File: config.mk
export PLATFORM = sky130hd
export DESIGN_NAME = rect_overlay_sched
export DESIGN_NICKNAME = d
export VERILOG_FILES = /design/src/rtl/rect_overlay_sched.sv
export SDC_FILE = /design/constraint.sdc
export NUM_CORES = 2
export LEC_CHECK = 0
export BUFFER_PORTS_ARGS = -buffer_cell sky130_fd_sc_hd__buf_2
export CAP_MARGIN = 0
export CELL_PAD_IN_SITES_DETAIL_PLACEMENT = 1
export CELL_PAD_IN_SITES_GLOBAL_PLACEMENT = 1
export CORE_MARGIN = 5
export CORE_UTILIZATION = 25
export CTS_CLUSTER_DIAMETER = 30
export DETAILED_ROUTE_END_ITERATION = 8
export PLACE_DENSITY = 0.52
export SYNTH_ARGS = -nofsm -noshare
export SYNTH_HDL_FRONTEND = slang
export SYNTH_SLANG_ARGS = --single-unit
File: constraint.sdc
create_clock -name sys_clk -period 51.1 [get_ports sys_clk]
set_input_delay 7.665 -clock sys_clk [delete_from_list [all_inputs] [get_ports sys_clk]]
set_output_delay 7.665 -clock sys_clk [all_outputs]
set_load 0.005 [all_outputs]
File: src/rtl/rect_overlay_sched.sv
// rect_overlay_sched: per-frame scheduler that snapshots the head/hair/possibility
// tables on a frame start and walks them, handing one draw job at a time to the
// shared drawing engine over valid/ready.
//
// state    | meaning
// ST_IDLE  | waiting for a frame start with i_start set
// ST_SCAN  | evaluating one job (slot, kind) from the shadow tables
// ST_ISSUE | descriptor presented, waiting for the engine handshake
// ST_DONE  | walk finished, o_done pulse
module rect_overlay_sched #(
  parameter int NUM   = 8,
  parameter int P_W   = 8,
  parameter int IDX_W = 3
) (
  input  logic               sys_clk,
  input  logic               sys_rst,
  input  logic               i_start,
  input  logic               i_vs,
  input  logic [3:0]         i_thresh,
  input  logic [NUM*32-1:0]  i_head_wire,
  input  logic [NUM*32-1:0]  i_hair_wire,
  input  logic [NUM*4-1:0]   i_posi_wire,
  output logic               o_req_valid,
  input  logic               i_req_ready,
  output logic               o_kind,
  output logic [IDX_W-1:0]   o_idx,
  output logic [P_W-1:0]     o_x1,
  output logic [P_W-1:0]     o_y1,
  output logic [P_W-1:0]     o_x2,
  output logic [P_W-1:0]     o_y2,
  output logic [3:0]         o_posi,
  output logic               o_busy,
  output logic               o_done,
  output logic [IDX_W+1:0]   o_count,
  output logic               o_overrun
);
  // Job pointer: upper bits select the slot, LSB selects head (0) / hair (1).
  localparam int JW = IDX_W + 1;
  localparam logic [JW-1:0] LAST_JOB = JW'(2 * NUM - 1);

  typedef enum logic [1:0] {ST_IDLE, ST_SCAN, ST_ISSUE, ST_DONE} state_t;

  state_t             state_q, state_d;
  logic               vs_q;
  logic [NUM*32-1:0]  head_q, hair_q;
  logic [NUM*4-1:0]   posi_q;
  logic [JW-1:0]      ptr_q, ptr_d;
  logic [IDX_W+1:0]   count_q, count_d;
  logic               overrun_q;
  logic               kind_q;
  logic [IDX_W-1:0]   idx_q;
  logic [P_W-1:0]     x1_q, y1_q, x2_q, y2_q;
  logic [3:0]         dposi_q;

  logic               vs_rise, snap, handshake, eligible, load_desc;
  logic [IDX_W-1:0]   cur_slot;
  logic               cur_kind;
  logic [31:0]        cur_word;
  logic [3:0]         cur_posi;
  logic [P_W-1:0]     cx1, cy1, cx2, cy2;

  assign vs_rise   = i_vs & ~vs_q;
  assign snap      = vs_rise & i_start;
  assign handshake = (state_q == ST_ISSUE) & i_req_ready;
  assign cur_slot  = ptr_q[JW-1:1];
  assign cur_kind  = ptr_q[0];

  // Pick the current job's box word and possibility out of the shadow tables
  always_comb begin
    cur_word = '0;
    cur_posi = '0;
    for (int k = 0; k < NUM; k++) begin
      if (cur_slot == IDX_W'(k)) begin
        cur_word = cur_kind ? hair_q[k*32 +: 32] : head_q[k*32 +: 32];
        cur_posi = posi_q[k*4 +: 4];
      end
    end
  end

  assign cx1 = cur_word[4*P_W-1 -: P_W];
  assign cy1 = cur_word[3*P_W-1 -: P_W];
  assign cx2 = cur_word[2*P_W-1 -: P_W];
  assign cy2 = cur_word[P_W-1:0];

  // Threshold is read live so a mid-frame change only affects jobs not yet scanned.
  assign eligible = (cur_posi != 4'd0) && (cur_posi >= i_thresh) &&
                    (cx2 >= cx1) && (cy2 >= cy1);

  // Next-state, job pointer and accepted-job count
  always_comb begin
    state_d   = state_q;
    ptr_d     = ptr_q;
    count_d   = count_q;
    load_desc = 1'b0;
    case (state_q)
      ST_IDLE: ;
      ST_SCAN: begin
        if (eligible) begin
          load_desc = 1'b1;
          state_d   = ST_ISSUE;
        end else if (ptr_q == LAST_JOB) begin
          state_d = ST_DONE;
        end else begin
          ptr_d = ptr_q + 1'b1;
        end
      end
      ST_ISSUE: begin
        if (i_req_ready) begin
          count_d = count_q + 1'b1;
          if (ptr_q == LAST_JOB) begin
            state_d = ST_DONE;
          end else begin
            ptr_d   = ptr_q + 1'b1;
            state_d = ST_SCAN;
          end
        end
      end
      ST_DONE: state_d = ST_IDLE;
      default: state_d = ST_IDLE;
    endcase
    // A frame start overrides the walk; a handshake on the same edge is counted
    // only if no new snapshot clears the count.
    if (snap) begin
      state_d   = ST_SCAN;
      ptr_d     = '0;
      count_d   = '0;
      load_desc = 1'b0;
    end else if (vs_rise && state_q != ST_IDLE) begin
      state_d   = ST_IDLE;
      load_desc = 1'b0;
    end
  end

  // FSM state register
  always_ff @(posedge sys_clk or posedge sys_rst) begin
    if (sys_rst) state_q <= ST_IDLE;
    else         state_q <= state_d;
  end

  // Frame-sync history and shadow copies of the rect tables
  always_ff @(posedge sys_clk or posedge sys_rst) begin
    if (sys_rst) begin
      vs_q   <= 1'b0;
      head_q <= '0;
      hair_q <= '0;
      posi_q <= '0;
    end else begin
      vs_q <= i_vs;
      if (snap) begin
        head_q <= i_head_wire;
        hair_q <= i_hair_wire;
        posi_q <= i_posi_wire;
      end
    end
  end

  // Walk pointer, job count and overrun flag
  always_ff @(posedge sys_clk or posedge sys_rst) begin
    if (sys_rst) begin
      ptr_q     <= '0;
      count_q   <= '0;
      overrun_q <= 1'b0;
    end else begin
      ptr_q     <= ptr_d;
      count_q   <= count_d;
      overrun_q <= vs_rise & (state_q != ST_IDLE);
    end
  end

  // Job descriptor, held stable for the whole ISSUE stall
  always_ff @(posedge sys_clk or posedge sys_rst) begin
    if (sys_rst) begin
      kind_q  <= 1'b0;
      idx_q   <= '0;
      x1_q    <= '0;
      y1_q    <= '0;
      x2_q    <= '0;
      y2_q    <= '0;
      dposi_q <= '0;
    end else if (load_desc) begin
      kind_q  <= cur_kind;
      idx_q   <= cur_slot;
      x1_q    <= cx1;
      y1_q    <= cy1;
      x2_q    <= cx2;
      y2_q    <= cy2;
      dposi_q <= cur_posi;
    end
  end

  assign o_req_valid = (state_q == ST_ISSUE);
  assign o_busy      = (state_q != ST_IDLE);
  assign o_done      = (state_q == ST_DONE);
  assign o_count     = count_q;
  assign o_overrun   = overrun_q;
  assign o_kind      = kind_q;
  assign o_idx       = idx_q;
  assign o_x1        = x1_q;
  assign o_y1        = y1_q;
  assign o_x2        = x2_q;
  assign o_y2        = y2_q;
  assign o_posi      = dposi_q;

endmodule

==> impl_metrics.env <==
export IMPL_outcome="complete, no violations"
export IMPL_fin_skew_ns=0.0321
export IMPL_io_buffers=601
export IMPL_crit_arrival_ns=10.74
export IMPL_ff2ff_path_depth=14
export IMPL_cts_tree="yes"
export IMPL_drive_gt1_share_pct=25.9
export IMPL_worstReg2RegEnd="o_y2[1]$_DFFE_PP0P_"
export IMPL_combPwrFrac_pct=26.8
export IMPL_syn_to_final_growth_pct=39.0
export IMPL_die_h_microns=341
export IMPL_io_pins=602
export IMPL_postSynthRegisterBits=597
export IMPL_worst_path_stages=7
export IMPL_p_leak_nw=20.0
export IMPL_die_area_sq_um=116000
export IMPL_overflow=0
export IMPL_routabilityCongestion=0.753
export IMPL_ys_flop_type="dfrtp_1"
export IMPL_yosysTopAreaCell="dfrtp_1"
export IMPL_netlist_top_cells_count="1692 x nand2_1, 597 x dfrtp_1, 213 x mux2i_1"
export IMPL_synth_area_top_cells="dfrtp_1 54%, nand2_1 23%, mux2i_1 7.8%, mux4_2 2.4%, clkbuf_1 2.0%"
export IMPL_clock_path_buffers=3
export IMPL_grt_pass1_vias=26500
export IMPL_synthArstFlopShare_pct=100
export IMPL_dp_cells=4969
export IMPL_netlist_area_sq_um=27400
export IMPL_seqPwrFrac_pct=25.9
export IMPL_cp_endpoint="hair_q[150]$_DFFE_PP0P_"
export IMPL_cts_root_buf="clkbuf_16"
export IMPL_critPathTopFamily="buffers and inverters"
export IMPL_rows=121
export IMPL_avgRoutedWirePerCell_microns=22.8
export IMPL_crit_start="i_vs"
export IMPL_yosys_warnings=0
export IMPL_worst_pin_slew_ns=1.37
export IMPL_cts_made_buffers=180
export IMPL_yosysUniqueCellTypes=52
export IMPL_r2r_start="ptr_q[0]$_DFFE_PP0P_"
export IMPL_sw_frac_of_total_pct=33.8
export IMPL_cts_hold_buffers_added=0
export IMPL_hold_start="head_q[181]$_DFFE_PP0P_"
export IMPL_p_int_mw=1.59
export IMPL_rrSetupSlack_ns=44.12
export IMPL_antenna_found_initial=43
export IMPL_required_ns=51.76
export IMPL_yosysSeqAreaShare_pct=54.4
export IMPL_synthCells=3108
export IMPL_fp_dieW_microns=341
export IMPL_grt_usage_pct=20.4
export IMPL_crit_fanout=94
export IMPL_rsz0062_at_grt="false"
export IMPL_period_share_pct=19.7
export IMPL_final_cells=5314
export IMPL_grt_pass1_wl_mm=176
export IMPL_finalMaxSlewViolations=0
export IMPL_clock_sinks=597
export IMPL_worstSetupPathType="primary input to flop"
export IMPL_hp_class="flop to flop"
export IMPL_vias_per_cell=4.51
export IMPL_synth_most_common_cell="nand2_1"
export IMPL_core_area_sq_um=109000
export IMPL_path_clk_slew_ns=0.04
export IMPL_avgSynthCellArea_sq_um=8.83
export IMPL_p_switching_uw=812
export IMPL_period_needed_ns=10.08
export IMPL_drc=0
export IMPL_cts_resized=0
export IMPL_initial_core_util_pct=25.2
export IMPL_cts_max_level=4
export IMPL_wirelength_mm=121
export IMPL_cpMaxStageDelayCell="buf_4"
export IMPL_max_freq_mhz=99.2
export IMPL_place_hpwl_mm=88.6
export IMPL_syn_num_nets=3683
export IMPL_synth_edf_count=0
export IMPL_maxSlewHeadroom_pct=8.17
export IMPL_ir_drop_v=0.0000281
export IMPL_insertion_delay_ns=0.75
export IMPL_finalHoldViolations=0
export IMPL_cts_setup_buffers=0
export IMPL_cellPowerDensity_nw_per_um2=63.0
export IMPL_clkPwrFrac_pct=47.4
export IMPL_grt_max_degree=157
export IMPL_setup_tns_ns=0
export IMPL_crit_buf_inv=3
export IMPL_nNetsFinal=4312
export IMPL_synth_top_cell_area_share_pct=54.4
export IMPL_setup_viol=0
export IMPL_cap_viol_max_count=0
export IMPL_drtAntennaViolNets=0
export IMPL_cp_cell_sequence="buf_2 > nor2b_1 > and2_4 > buf_4 > buf_4 > nand2_1 > nand2_1"
export IMPL_drt_iter0_drc=1246
export IMPL_vias=23900
export IMPL_n_fill_cell=12700
export IMPL_drtPass1Iterations=7
export IMPL_max_stage_delay_ns=0.88
export IMPL_end_kind="flop"
export IMPL_startpoint_type="primary input"
## state kept, by name, summed over array words and instances, names as in the netlist, 5 cells and up
register and count:
hair_q 256, head_q 256, posi_q 32, o_x1 8, o_x2 8, o_y1 8
o_y2 8, o_count 5
## logic make-up after synthesis
group                      Yosys count  synth area share, %
adders and majority gates           22                 1.00
and+or+nand+nor                   1794                 25.0
DFF                                597                 54.4
xor gates and xnor gates             4                0.128
AOI/OAI and AO/OA                  224                 5.30
buffers and inverters              201                 2.98
muxes                              266                 11.1
## stage by stage
stage               hold slack [ns]  utilization [%]  cell area, sq um  power, mW  setup slack, ns
floorplan                     0.438                -             27400      0.982            26.73
global placement              0.456             29.2             31800       1.29            40.26
detailed placement            0.458             29.2             31800       1.30            40.26
CTS                           0.470             35.0             38100       2.45            41.04
global route                  0.483             35.0             38100       2.53            40.74
finish                        0.467             35.0             38100       2.40            41.02
## area by class of cell
type | instances | area (sq um) | share of cell area [%]
timing repair buffer | 638 | 3310 | 8.68
clock inverter | 78 | 1100 | 2.90
inverter | 10 | 45.0 | 0.118
multi-input combinational | 2310 | 11700 | 30.7
clock buffer | 253 | 5200 | 13.6
sequential | 597 | 15000 | 39.2
tap | 1414 | 1770 | 4.64
antenna | 14 | 35.0 | 0.0919
## cells in the final DEF (no fill, tap or decap), drive strengths merged, types with 16 or more instances in the layout
master	netlist	final
o22ai	46	46
mux4	29	29
buf	47	638
ha	22	22
inv	10	16
clkbuf	144	253
mux2i	213	213
dfrtp	597	597
clkinv	0	44
mux2	24	24
a22oi	16	16
nor3	25	25
a211oi	17	17
nor2	36	36
o21ai	78	78
nand2	1692	1692
bufinv	0	21
## worst min-delay path by stage
stage,endpoint,slack [ns],cells after the start
2_1_floorplan,head_q[235]$_DFFE_PP0P_,0.44,2
3_3_place_gp,hair_q[109]$_DFFE_PP0P_,0.46,2
3_5_place_dp,head_q[235]$_DFFE_PP0P_,0.46,2
4_1_cts,posi_q[29]$_DFFE_PP0P_,0.47,2
5_1_grt,posi_q[21]$_DFFE_PP0P_,0.48,2
6_report,head_q[181]$_DFFE_PP0P_,0.47,2
## metal layers
| metal | vias to the layer above | share of wire (%) | global-route usage [%] |
|---|---|---|---|
| met3 | 227 | 5.8 | 6.05 |
| met5 | - | 0.27 | 0 |
| li1 | 11400 | - | - |
| met1 | 11600 | 43 | 25.5 |
| met2 | 631 | 48 | 34.1 |
| met4 | 46 | 2.8 | 6.33 |
## power by group through the flow
| stage | clock (mW) | sequential (mW) | combinational (mW) |
|---|---|---|---|
| after global routing | 1.19 | 0.633 | 0.709 |
| final | 1.14 | 0.621 | 0.644 |
| after floorplan | 0 | 0.596 | 0.386 |
| after CTS | 1.16 | 0.624 | 0.670 |
| after detailed placement | 0 | 0.629 | 0.667 |
| after global placement | 0 | 0.628 | 0.661 |
## worst min-delay path: stages (launching register included)
cell     delay (ns)
dfrtp_1        0.33
nand2_1        0.05
nand2_1        0.05
(Power assumes the default switching activity.)
